File: src/rtl/fir_pkg.sv
`default_nettype none
// +------------------------------------------------------------------------+
// | Package : fir_pkg                                                      |
// | Shared definitions for the FIR coefficient interface: default          |
// | coefficient width and tap count, load-sequencer state encoding, the    |
// | pass-through reset coefficient and a tap slice helper for coeff_flat.  |
// | Revision: 1.0                                                          |
// +------------------------------------------------------------------------+
package fir_pkg;

  localparam int COEF_W    = 16;
  localparam int N_DEFAULT = 10;

  // Tap 0 of the reset bank; every other tap resets to zero so the filter
  // passes its input straight through until a real bank is committed.
  localparam logic [COEF_W-1:0] TAP0_RST = COEF_W'(1);

  typedef enum logic [1:0] {
    ST_IDLE   = 2'd0,
    ST_LOAD   = 2'd1,
    ST_CHECK  = 2'd2,
    ST_COMMIT = 2'd3
  } state_e;

  // Bit position of tap k's LSB inside a flattened coefficient bank.
  function automatic int tap_lsb(input int k, input int w);
    return k * w;
  endfunction

endpackage
`default_nettype wire

File: src/rtl/fir_cfg_timer.sv
`default_nettype none
// +------------------------------------------------------------------------+
// | Module  : fir_cfg_timer                                                |
// | Idle-cycle watchdog for the coefficient load sequence.                 |
// | Ports   : clk, rst_n      clock / async active-low reset               |
// |           clear_i         restart count from zero (has priority)       |
// |           enable_i        count this cycle                             |
// |           expired_o       one-cycle pulse on the cycle whose closing   |
// |                           edge would bring the count to TIMEOUT        |
// | TIMEOUT == 0 removes the counter and ties expired_o low.               |
// | Revision: 1.0                                                          |
// +------------------------------------------------------------------------+
module fir_cfg_timer #(
  parameter int TIMEOUT = 1024
) (
  input  logic clk,
  input  logic rst_n,
  input  logic clear_i,
  input  logic enable_i,
  output logic expired_o
);

  generate
    if (TIMEOUT == 0) begin : g_off
      logic w_unused;
      assign w_unused  = &{1'b0, clk, rst_n, clear_i, enable_i};
      assign expired_o = 1'b0;
    end else begin : g_on
      localparam int CNT_W = $clog2(TIMEOUT + 1);
      logic [CNT_W-1:0] cnt_q;

      always_ff @(posedge clk or negedge rst_n) begin
        if (!rst_n) begin
          cnt_q <= '0;
        end else if (clear_i) begin
          cnt_q <= '0;
        end else if (enable_i) begin
          cnt_q <= cnt_q + 1'b1;
        end
      end

      // Fires while the count sits one below TIMEOUT so the owning FSM
      // leaves LOAD on exactly the edge the count reaches TIMEOUT.
      assign expired_o = enable_i && !clear_i && (cnt_q == CNT_W'(TIMEOUT - 1));
    end
  endgenerate

endmodule
`default_nettype wire

File: src/rtl/fir_coeff_loader.sv
`default_nettype none
// +------------------------------------------------------------------------+
// | Module  : fir_coeff_loader                                             |
// | Writer side of the FIR coefficient interface. Collects N words into a  |
// | shadow bank over a valid/ready stream, then commits them atomically to |
// | the active bank so the filter never sees a partial coefficient set.    |
// | Ports   : clk, rst_n          clock / async active-low reset           |
// |           cfg_start_i         pulse: begin (or restart) a load         |
// |           cfg_valid_i/ready_o beat handshake, cfg_data_i = word        |
// |           coeff_flat_o        active bank, tap k at [k*COEF_W+:COEF_W] |
// |           coeff_update_o      pulse in first cycle a new bank shows    |
// |           load_busy_o         load sequence in progress                |
// |           load_err_o          pulse on abort / timeout / bad checksum  |
// | Option  : define COEFF_CHKSUM_EN to require a trailing checksum word   |
// |           (mod 2^COEF_W sum of the taps) before commit.                |
// | Revision: 1.0                                                          |
// +------------------------------------------------------------------------+
module fir_coeff_loader
  import fir_pkg::*;
#(
  parameter int N       = N_DEFAULT,
  parameter int COEF_W  = fir_pkg::COEF_W,
  parameter int TIMEOUT = 1024
) (
  input  logic                clk,
  input  logic                rst_n,
  input  logic                cfg_start_i,
  input  logic                cfg_valid_i,
  output logic                cfg_ready_o,
  input  logic [COEF_W-1:0]   cfg_data_i,
  output logic [N*COEF_W-1:0] coeff_flat_o,
  output logic                coeff_update_o,
  output logic                load_busy_o,
  output logic                load_err_o
);

  localparam int                 IDX_W    = $clog2(N + 1);
  localparam logic [N*COEF_W-1:0] BANK_RST = (N*COEF_W)'(TAP0_RST);

  state_e                state_q, state_d;
  logic [IDX_W-1:0]      idx_q, idx_d;
  logic [COEF_W-1:0]     shadow_q [N];
  logic [N*COEF_W-1:0]   active_q;
  logic                  update_q, update_d;
  logic                  err_q, err_d;

  logic                  w_in_load;
  logic                  w_beat;
  logic                  w_last;
  logic                  w_restart;
  logic                  w_expired;
  logic                  w_chk_fail;
  logic [N*COEF_W-1:0]   w_shadow_flat;

`ifdef COEFF_CHKSUM_EN
  logic [COEF_W-1:0]     sum_q;
  logic                  w_chk_beat;
  assign w_in_load  = (state_q == ST_LOAD) || (state_q == ST_CHECK);
  // A restart beat in CHECK is discarded, not judged.
  assign w_chk_beat = (state_q == ST_CHECK) && w_beat && !cfg_start_i;
  assign w_chk_fail = w_chk_beat && (cfg_data_i != sum_q);
`else
  assign w_in_load  = (state_q == ST_LOAD);
  assign w_chk_fail = 1'b0;
`endif

  assign w_beat    = cfg_valid_i && cfg_ready_o;
  assign w_last    = (state_q == ST_LOAD) && w_beat && !cfg_start_i &&
                     (idx_q == IDX_W'(N - 1));
  // Start is honoured everywhere except COMMIT.
  assign w_restart = cfg_start_i && (state_q != ST_COMMIT);

  fir_cfg_timer #(
    .TIMEOUT (TIMEOUT)
  ) u_timer (
    .clk       (clk),
    .rst_n     (rst_n),
    .clear_i   (!w_in_load || w_beat || cfg_start_i),
    .enable_i  (w_in_load),
    .expired_o (w_expired)
  );

  // ---------------- FSM: state register ----------------
  always_ff @(posedge clk or negedge rst_n) begin
    if (!rst_n) begin
      state_q <= ST_IDLE;
    end else begin
      state_q <= state_d;
    end
  end

  // ---------------- FSM: next state ----------------
  always_comb begin
    state_d = state_q;
    case (state_q)
      ST_IDLE: begin
        if (cfg_start_i) state_d = ST_LOAD;
      end
      ST_LOAD: begin
        if (cfg_start_i)    state_d = ST_LOAD;
        else if (w_expired) state_d = ST_IDLE;
`ifdef COEFF_CHKSUM_EN
        else if (w_last)    state_d = ST_CHECK;
`else
        else if (w_last)    state_d = ST_COMMIT;
`endif
      end
`ifdef COEFF_CHKSUM_EN
      ST_CHECK: begin
        if (cfg_start_i)     state_d = ST_LOAD;
        else if (w_expired)  state_d = ST_IDLE;
        else if (w_chk_beat) state_d = w_chk_fail ? ST_IDLE : ST_COMMIT;
      end
`endif
      ST_COMMIT: state_d = ST_IDLE;
      default:   state_d = ST_IDLE;
    endcase
  end

  // ---------------- FSM: outputs ----------------
  always_comb begin
    cfg_ready_o = w_in_load;
    load_busy_o = (state_q != ST_IDLE);
  end

  // ---------------- datapath next values ----------------
  always_comb begin
    idx_d = idx_q;
    if (w_restart) begin
      idx_d = '0;
    end else if ((state_q == ST_LOAD) && w_beat) begin
      idx_d = w_last ? '0 : idx_q + 1'b1;
    end
    update_d = (state_q == ST_COMMIT);
    err_d    = w_in_load && (cfg_start_i || w_expired || w_chk_fail);
  end

  generate
    for (genvar k = 0; k < N; k++) begin : g_pack
      assign w_shadow_flat[tap_lsb(k, COEF_W) +: COEF_W] = shadow_q[k];
    end
  endgenerate

  always_ff @(posedge clk or negedge rst_n) begin
    if (!rst_n) begin
      idx_q    <= '0;
      active_q <= BANK_RST;
      update_q <= 1'b0;
      err_q    <= 1'b0;
      for (int k = 0; k < N; k++) shadow_q[k] <= '0;
    end else begin
      idx_q    <= idx_d;
      update_q <= update_d;
      err_q    <= err_d;
      for (int k = 0; k < N; k++) begin
        if ((state_q == ST_LOAD) && w_beat && !cfg_start_i && (idx_q == IDX_W'(k)))
          shadow_q[k] <= cfg_data_i;
      end
      if (state_q == ST_COMMIT) active_q <= w_shadow_flat;
    end
  end

`ifdef COEFF_CHKSUM_EN
  always_ff @(posedge clk or negedge rst_n) begin
    if (!rst_n) begin
      sum_q <= '0;
    end else if (w_restart) begin
      sum_q <= '0;
    end else if ((state_q == ST_LOAD) && w_beat) begin
      sum_q <= sum_q + cfg_data_i;
    end
  end
`endif

  assign coeff_flat_o   = active_q;
  assign coeff_update_o = update_q;
  assign load_err_o     = err_q;

endmodule
`default_nettype wire

File: config.mk
export PLATFORM = sky130hd
export DESIGN_NAME = fir_coeff_loader
export DESIGN_NICKNAME = d
export VERILOG_FILES = /design/src/rtl/fir_pkg.sv /design/src/rtl/fir_cfg_timer.sv /design/src/rtl/fir_coeff_loader.sv
export SDC_FILE = /design/constraint.sdc
export NUM_CORES = 1
export LEC_CHECK = 0
export BUFFER_PORTS_ARGS = -buffer_cell sky130_fd_sc_hd__buf_2
export CORE_MARGIN = 3
export CORE_UTILIZATION = 45
export CTS_CLUSTER_SIZE = 30
export DETAILED_ROUTE_END_ITERATION = 6
export SETUP_SLACK_MARGIN = 0.5
export SYNTH_ARGS = -nofsm -noshare
export SYNTH_HDL_FRONTEND = slang
export SYNTH_HIERARCHICAL = 1
export SYNTH_SLANG_ARGS = --single-unit
File: constraint.sdc
create_clock -name clk -period 3.4 [get_ports clk]
set_input_delay 0.34 -clock clk [delete_from_list [all_inputs] [get_ports clk]]
set_output_delay 0.34 -clock clk [all_outputs]
set_load 0.02 [all_outputs]
### Word-level counts from Yosys, hierarchy flattened

Cells that the tools add are included.

* bitwise operators: 0
* $lt $le $gt $ge: 0
* shift operators: 0
* div/mod/pow operators: 0
* eq/ne operators: 15
* muxes and demuxes: 10
* multiply operators: 0
* $add $sub $neg: 2
* reductions and logical operators: 29

Operators by type and width (number)
* 2-to-1 mux 11 bit: 2
* logical AND 1 bit: 17
* equality test 4 x 3 -> 1 bit (second input constant): 4
* 2-to-1 mux 4 bit: 3
* adder 11 x 1 -> 11 bit (second input constant): 1
* equality test 11 x 10 -> 1 bit (second input constant): 1
* equality test 4 x 2 -> 1 bit (second input constant): 2
* equality test 4 bit (second input constant): 2
* 2-to-1 mux 2 bit: 4
* nonzero test 2 bit: 3
* adder 4 x 1 -> 4 bit (second input constant): 1
* equality test 4 x 1 -> 1 bit (second input constant): 1
* zero test 4 bit: 1
* != test 2 bit (second input constant): 2
* != test 4 x 2 -> 1 bit (second input constant): 1
* case mux 2 bit (2 select lines): 1
* zero test 1 bit: 3
* logical OR 1 bit: 3
* equality test 2 x 1 -> 1 bit (second input constant): 1
* equality test 2 bit (second input constant): 1
* zero test 2 bit: 1
* AND reduction 2 bit: 1

* memories kept: 0
* flip-flop bits (word level): 339
* latch bits: 0
* input bits: 20
* memory bits (read-only): 0
* output and inout bits: 164
* RAM bits: 0

### Logic depth before layout (Yosys ltp)

Gate-level depths: netlist of the first run.

* word-level depth: 10
* depth in mapped cells: 9
* mapped depth without buffers: 8

### Hierarchy

The synthesis of the first run kept the hierarchy.

By module, submodules not included
* fir_coeff_loader: cells an instance 1087, area each 12753.5 µm², times used 1, sequential area each 8209.1 µm²
* fir_cfg_timer: cells an instance 53, area each 561.8 µm², times used 1, sequential area each 275.3 µm²

### Least setup slack after synthesis of the first run

OpenSTA, ideal clock, no wires.

* path type: register -> register
* start point: register state_q[1]
* end point: register state_q[0]
* cell stages (with the launch flop): 9
* data arrival time: 1805 ps
* setup time: 122 ps
* clock period less this slack: 1926 ps
* buffers on the path: 0
* path slack: 1474 ps
* cell sequence: dfrtp_1 > nand2b_1 > inv_1 > and4_2 > nand4_1 > nor3_1 > inv_1 > a21oi_1 > nor2_1

* word-level cells in the longest chain between the ends: 10
* elaborated cells on any way between the ends: 18
* those cells by class: 3 x eq/ne; 3 x mux; 12 x reduce/logical

RTL lines
* start, declared: line fir_coeff_loader.sv:40 `state_e state_q, state_d;`
* start signal, assigned: line fir_coeff_loader.sv:88 `state_q <= state_d;`
* equality test 2 x 1 -> 1 bit *: line fir_coeff_loader.sv:63 `assign w_in_load = (state_q == ST_LOAD);`
* named net cfg_ready_o: line fir_coeff_loader.sv:29 `output logic cfg_ready_o,`
* zero test 1 bit / logical AND 1 bit (equally long branches): line fir_coeff_loader.sv:78, fir_coeff_loader.sv:67
* logical OR 1 bit (2 in series): line fir_coeff_loader.sv:78 `.clear_i (!w_in_load || w_beat || cfg_start_i),`
* zero test 1 bit: line fir_cfg_timer.sv:44 `assign expired_o = enable_i && !clear_i && (cnt_q == CNT_W'(TIMEOUT - 1));`
* logical AND 1 bit * (2 in series): line fir_cfg_timer.sv:44
* named net w_expired: line fir_coeff_loader.sv:51 `logic w_expired;`
* 2-to-1 mux 2 bit: line fir_coeff_loader.sv:101 `else if (w_expired) state_d = ST_IDLE;`
* 2-to-1 mux 2 bit: line fir_coeff_loader.sv:100 `if (cfg_start_i) state_d = ST_LOAD;`
* case mux 2 bit (2 select lines): line fir_coeff_loader.sv:95 `case (state_q)`

The timed path passes the listed nets; every way through them passes the cells marked *.
A chain may end at the register's enable or synchronous reset.

### Final worst setup path of the first run

* start point: register state_q[0]
* end point: register shadow_q[134] in the netlist's numbering

* word-level cells in the longest chain between the ends: 5

RTL lines
* equality test 2 x 1 -> 1 bit *: line fir_coeff_loader.sv:63, fir_coeff_loader.sv:156
* logical AND 1 bit: line fir_coeff_loader.sv:67 `assign w_beat = cfg_valid_i && cfg_ready_o;`
* logical AND 1 bit * (3 in series): line fir_coeff_loader.sv:156 `if ((state_q == ST_LOAD) && w_beat && !cfg_start_i && (idx_q == IDX_W'(k)))`
* end signal, assigned by index: line fir_coeff_loader.sv:157 `shadow_q[k] <= cfg_data_i;`
* end, declared: line fir_coeff_loader.sv:42 `logic [COEF_W-1:0] shadow_q [N];`

Mark *: on every way between the ends. The rest lies on a longest branch, timed or not.

==> results of run 1 <==
==> stage by stage <==
stage	cell area (um^2)	instances	hold slack [ns]	util [%]
2_1_floorplan	13300	1140	0.0444	-
5_1_grt	15800	1718	0.128	54.6
6_report	15800	1720	0.124	54.7
4_1_cts	15800	1718	0.0999	54.6
3_3_place_gp	14600	1650	0.444	50.3
3_5_place_dp	14600	1650	0.446	50.3
==> power by group through the flow <==
| stage | logic (uW) | registers, uW | clock network [uW] |
|---|---|---|---|
| 2_1_floorplan | 397 | 4470 | 0 |
| 3_3_place_gp | 555 | 4520 | 0 |
| 3_5_place_dp | 575 | 4520 | 0 |
| 4_1_cts | 578 | 4450 | 4160 |
| 5_1_grt | 613 | 4490 | 4320 |
| 6_report | 564 | 4460 | 4050 |
==> critical path: stages (launching register included) <==
cell and delay [ns]:
dfrtp_1 0.50, and4bb_1 0.55, buf_4 0.29, nand3_4 0.28, mux2_4 0.39
==> per-layer routing <==
metal,routed length (um),vias to the layer above
met2,14000,184
met5,0,-
met3,1570,42
met1,15200,4266
li1,-,3999
met4,622,0
==> cell type report <==
cell class	count	area (um^2)	area share (%)
flip-flops and latches	339	8480	53.6
multi-input cells	728	4490	28.4
clock buffers	57	1110	7.04
repair buffers	195	1090	6.91
well taps	384	480	3.04
clock inverters	10	129	0.815
inverters	5	23.8	0.150
diodes	2	5.00	0.0316
==> kinds of logic (layout without fill, tap and decap cells) <==
group / after synthesis / in the layout / share of synthesized area, %
buffers and inverters: 73 / 267 / 2.65
DFF: 339 / 339 / 63.7
adders and majority gates: 5 / 5 / 0.470
and+or+nand+nor: 538 / 538 / 16.8
other: 0 / 2 / 0
muxes: 164 / 164 / 15.3
xor gates and xnor gates: 5 / 5 / 0.329
AOI/OAI and AO/OA: 16 / 16 / 0.799
==> flip-flops by register name, summed over array words and instances (netlist names) <==
signal	flops
state_q	2
idx_q	4
shadow_q	160
u_timer/g_on.cnt_q	11
load_err_o	1
coeff_update_o	1
coeff_flat_o	160
==> how the worst max path moves through the flow <==
| stage | cells past startpoint | from | end | slack [ns] |
|---|---|---|---|---|
| finish | 4 | state_q[0] | shadow_q[134] | 1.26 |
| global route | 8 | state_q[0] | state_q[0] | 1.10 |
| CTS | 4 | state_q[0] | shadow_q[119] | 1.27 |
| detailed placement | 5 | cfg_start_i | shadow_q[137] | 1.22 |
| global placement | 4 | cfg_start_i | shadow_q[37] | 1.25 |
| floorplan | 8 | state_q[1] | state_q[0] | 1.47 |
==> synth_stat cells, drive strengths merged, types with 2 or more instances <==
cell / n / area share, %
clkbuf: 33 / 0.93
nand4: 3 / 0.25
or3: 2 / 0.10
or4: 2 / 0.11
o31ai: 2 / 0.11
nand2b: 2 / 0.094
o211ai: 2 / 0.11
and4: 2 / 0.14
mux2: 163 / 15
dfrtp: 338 / 64
a21oi: 5 / 0.19
inv: 5 / 0.14
nand3b: 2 / 0.11
ha: 5 / 0.47
nor2: 12 / 0.39
nor2b: 4 / 0.19
nand3: 15 / 1.3
buf: 35 / 1.6
xnor2: 2 / 0.13
nand2: 488 / 14
xor2: 3 / 0.20
o21ai: 4 / 0.15
==> results by group, run 1 <==
STA
  – RSZ-0062 raised after global routing: false
  – Final Max Slew Viols: 0
  – Final Hold Viols: 0
  – Setup tns final: 0 ns
  – Fin crit period: 2.14 ns
  – Slew @ Worst Pin: between 0.8 and 0.9 ns
  – Max-slew headroom: between 40% and 50%
  – Tcrit/Tclk final: a little over three fifths
  – Setup violators final: 0
  – Layout Skew: roughly 0.014 ns
  – Fmax achieved: 0.468 GHz
  – Final WS setup: 1.26 ns

Clock network
  – Worst-case clock buffer depth: 3
  – Root buf cell: clkbuf_16
  – H-tree depth: 2
  – CTS sink count: 339
  – Clock slew seen by the registers of the worst setup and hold paths: 0.06 ns
  – Worst-skew pair later-pin latency: 0.51 ns
  – CTS tree: done
  – Post-CTS Hold Fix Bufs: 1
  – TritonCTS Buffers: 37
  – Post-cts sizing count: 0
  – Postcts setup bufs: 0

Logic synthesis
  – Netlist cell types: 43
  – Post-synth top flop: dfrtp_1
  – Post-synth EDFFs: 0
  – Synth warn: 6
  – Synth Register Bits: 339
  – Synthesized net count: 1165
  – Mean post-synth cell area: 11.7 um^2
  – Register area share after synthesis: 63.7%
  – Cells after synthesis: 1140
  – Post-Syn Area: about 13000 um^2
  – Synth async-reset ratio: 100%

Min path
  – Hold Path Stages: 2
  – Hold Crit Endpoint: state_q[1]
  – Beginning of the worst hold path: cfg_start_i
  – Hold Path Class: input pin to flip-flop

Outcome
  – Outcome: finished, final reports clean

Final layout
  – Area grow syn2layout: 18.8%
  – Most frequent cells in the layout: 487 x nand2_1, 338 x dfrtp_1, 182 x buf_2
  – Share of cells above drive strength 1: 32.4%
  – Leading cell type in the layout, fill and taps excluded: nand2_1
  – Layout Nets: 1331
  – Number of fillers in the final layout: 2549

Routing
  – ANT nets after route: 0
  – DR DRC count: 0
  – Pre-antenna DRT Iters: 4
  – Via density: 4.94
  – Iter 0 DRT Violations: 646
  – Total Wirelength: 31400 um
  – WL/cell: between 15 and 20 um
  – Vias: 8491

Global route
  – GR peak layer: met2
  – Tot GR Track Use: 20.1%
  – GR met1 Demand/Resource: 30.1%
  – Met3 Usage GRT: between 3 and 4%
  – First-pass GRT wire length: 49300 um
  – Vias in the first global route: 8558
  – Initial antenna violation count: 2
  – Pin count of the biggest net entering global routing: 162
  – Gr ovfl total: 0
  – Met2 usage: 30.4%

Power and ir drop
  – Gate power share: under 10%
  – Pwr per Cell Area: about 570 nW/um^2
  – Leakage: ~0.009 uW
  – Switching Power: 1970 uW
  – Maximum vdd drop: 0.309 mV
  – Internal Power: a little over 7000 uW
  – Seq pwr share: 49.1%
  – Clock power share: around 45%
  – Total Power: 9070 uW
  – Switching Share: 21.7%

Placed design
  – Dpl ws: 1.22 ns
  – Post-DP HPWL: 19000 um
  – Port bufs: roughly 180
  – Gpl congestion: 0.716

Critical path
  – CP Max Fanout: 16
  – Req. time, crit path: 3.79 ns
  – WP data arrival: 2.53 ns
  – Worst r2r src: state_q[0]
  – R2R setup slack: 1.26 ns
  – Reg2reg end: shadow_q[134]
  – Critical Path Source Type: flip-flop
  – R2R cell count: 4
  – Kind of critical path: flip-flop to flip-flop
  – Worst setup EP type: flip-flop

Die
  – I/O pin count: 184
  – Die footprint: between 30000 and 40000 um^2
  – Core area: 28900 um^2
  – Initial Util: a little under half
  – Die X: approximately 180 um
  – FP Rows: just over 60
  – Die height: 178 um

Run
  – Max_cap viols: 0
No activity file was read; power rests on OpenSTA's default activity.
==> run 2: changes to the inputs <==
--- a/config.mk
+++ b/config.mk
@@ -10,6 +10,7 @@
 export CORE_UTILIZATION = 45
 export CTS_CLUSTER_SIZE = 30
 export DETAILED_ROUTE_END_ITERATION = 6
+export PLACE_DENSITY = 0.67
 export SETUP_SLACK_MARGIN = 0.5
 export SYNTH_ARGS = -nofsm -noshare
 export SYNTH_HDL_FRONTEND = slang
==> constraint.sdc (replaced) <==
create_clock -name clk -period 1.9 [get_ports clk]
set_input_delay 0.19 -clock clk [delete_from_list [all_inputs] [get_ports clk]]
set_output_delay 0.19 -clock clk [all_outputs]
set_load 0.02 [all_outputs]
==> run 2 against run 1 <==
Effect of this change: global-route usage rose by 0.31 points; sequential cell count is the same; non-clock buffer count grew 93; routed wire length grew 23%; combinational power rose by 100%; sequential power grew 80%; worst setup slack got worse by 1.1 ns; clock skew down 0.0056 ns; sequential share of layout area fell by 6.2 points; count of clock-buffer cells in the layout shrank 8; highest routed layer unchanged.
==> results by group, run 2 (synthesis results as in run 1) <==
Outcome
  – Outcome: finished, final reports clean

Clock network
  – Worst-skew pair later-pin latency: ~0.5 ns
  – H-tree depth: 2
  – CTS tree: done
  – TritonCTS Buffers: 36
  – Root buf cell: clkbuf_16
  – Worst-case clock buffer depth: 3
  – CTS sink count: 339
  – Clock slew seen by the registers of the worst setup and hold paths: approximately 0.06 ns

STA
  – Final Max Slew Viols: 0
  – Tcrit/Tclk final: 89.1%
  – Setup violators final: 0
  – Layout Skew: 0.00846 ns
  – RSZ-0062 raised after global routing: true
  – Slew @ Worst Pin: 0.533 ns
  – Final Hold Viols: 0
  – Fin crit period: between 1.5 and 2 ns
  – Fmax achieved: 0.591 GHz
  – Max-slew headroom: approximately 64%

Power and ir drop
  – Seq pwr share: 50.2%
  – Maximum vdd drop: 0.499 mV
  – Leakage: 0.0101 uW
  – Pwr per Cell Area: 895 nW/um^2
  – Switching Power: between 3000 and 4000 uW
  – Clock power share: 42.6%
  – Switching Share: roughly 22%
  – Gate power share: 7.2%
  – Internal Power: 12500 uW

Die
  – Die X: 178 um
  – Die height: 178 um
  – FP Rows: 62
  – Initial Util: 46.0%
  – Core area: 28900 um^2
  – I/O pin count: 184
  – Die footprint: 31700 um^2

Routing
  – ANT nets after route: 0
  – Pre-antenna DRT Iters: 5
  – Total Wirelength: 38700 um
  – Vias: 9440
  – WL/cell: 21.5 um
  – Via density: 5.23
  – Iter 0 DRT Violations: 575
  – DR DRC count: 0

Global route
  – Initial antenna violation count: 0
  – Tot GR Track Use: 20.4%
  – First-pass GRT wire length: 50100 um
  – Vias in the first global route: 8746
  – Pin count of the biggest net entering global routing: 83
  – Gr ovfl total: 0

Run
  – Max_cap viols: 0

Critical path
  – Reg2reg end: state_q[1]
  – CP Max Fanout: 4
  – Req. time, crit path: 1.71 ns
  – Worst setup EP type: output pin
  – WP data arrival: 1.50 ns
  – Kind of critical path: flip-flop to output pin
  – R2R setup slack: 0.21 ns
  – Worst r2r src: state_q[1]
  – R2R cell count: 5
  – Critical Path Source Type: flip-flop

Min path
  – Hold Path Class: input pin to flip-flop
  – Hold Path Stages: 3
  – Beginning of the worst hold path: cfg_start_i
  – Hold Crit Endpoint: state_q[1]

Final layout
  – Most frequent cells in the layout: 393 x nand2_1, 337 x dfrtp_1, 179 x buf_2
  – Final cell utilization of the core: between 60% and 70%
  – Post-route cell area: 17900 um^2
  – Diode count: 0
  – Layout Nets: 1429
  – Area grow syn2layout: 34.3%
  – Final cell count without fillers: 1805
  – Share of cells above drive strength 1: a little under half
  – Leading cell type in the layout, fill and taps excluded: nand2_1
  – Number of fillers in the final layout: ~2200

Placed design
  – Gpl congestion: 0.769
  – Placed cell areas: about 15000 um^2
  – Dpl cells: ~1700
  – Post-DP HPWL: 19600 um
  – Port bufs: 183
run 2: changes by cell type in the layout (fill, tap and decap cells not counted), moves of 14 or more:
cell	previous run	this run
nand2_1	487	393
nand2_2	0	70
buf_4	5	35
buf_12	6	29
nand2_4	1	24
clkbuf_16	39	55
buf_6	0	14
run 2: power by group through the flow:
stage          clock [uW]  combinational, uW  sequential, uW
2_1_floorplan           0                717            8000
3_3_place_gp            0               1030            8060
3_5_place_dp            0               1060            8080
4_1_cts              6950               1120            7950
5_1_grt              7240               1230            8080
6_report             6830               1150            8040
run 2: final cells by class:
cell class              count  area, um^2  share of cell area [%]
repair inverters            4        50.0                   0.280
clock buffers              49        1020                    5.71
multi-input cells         730        5090                    28.5
well taps                 384         480                    2.69
repair buffers            288        2600                    14.5
inverters                   5        50.0                   0.280
clock inverters             6         108                   0.602
flip-flops and latches    339        8490                    47.4
run 2: timing repair:
| item | CTS | global route |
|---|---|---|
| hold buffers | 1 | 0 |
| pin swaps | 7 | 64 |
| resized for setup | 16 | 197 |
| endpoints found under the hold margin | 184 | 0 |
| setup endpoints to repair | 297 | 305 |
| setup buffers | 19 | 28 |
| cloned | 1 | 35 |
run 2: routing by layer:
layer,GRT usage (%),wire (um),vias up
li1,-,-,4195
met1,30.3,17100,4857
met2,31.9,18300,330
met3,2.96,2370,58
met4,4.78,1010,0
met5,0,0,-
run 2: how the worst max path moves through the flow:
stage	from	depth (start not counted)	end	slack, ns
2_1_floorplan	state_q[1]	6	shadow_q[149]	0.24
6_report	state_q[1]	3	load_busy_o	0.21
3_5_place_dp	idx_q[2]	3	shadow_q[38]	-0.08
3_3_place_gp	idx_q[2]	3	shadow_q[41]	-0.02
5_1_grt	state_q[1]	7	state_q[0]	0.17
4_1_cts	state_q[0]	3	load_busy_o	0.23
run 2: metrics by stage:
stage | hold WS (ns) | TNS, ns | worst slack (ns) | power (uW)
6_report | 0.0857 | 0 | 0.207 | 16000
5_1_grt | 0.0865 | 0 | 0.165 | 16600
4_1_cts | 0.0444 | 0 | 0.232 | 16000
3_5_place_dp | 0.129 | -2.78 | -0.0826 | 9140
3_3_place_gp | 0.129 | -0.287 | -0.0186 | 9090
2_1_floorplan | -0.106 | 0 | 0.239 | 8720
run 2: worst max-delay path, stage by stage, from the launching register on:
cell,delay (ns)
dfrtp_1,0.42
buf_4,0.19
or2_4,0.27
buf_6,0.13
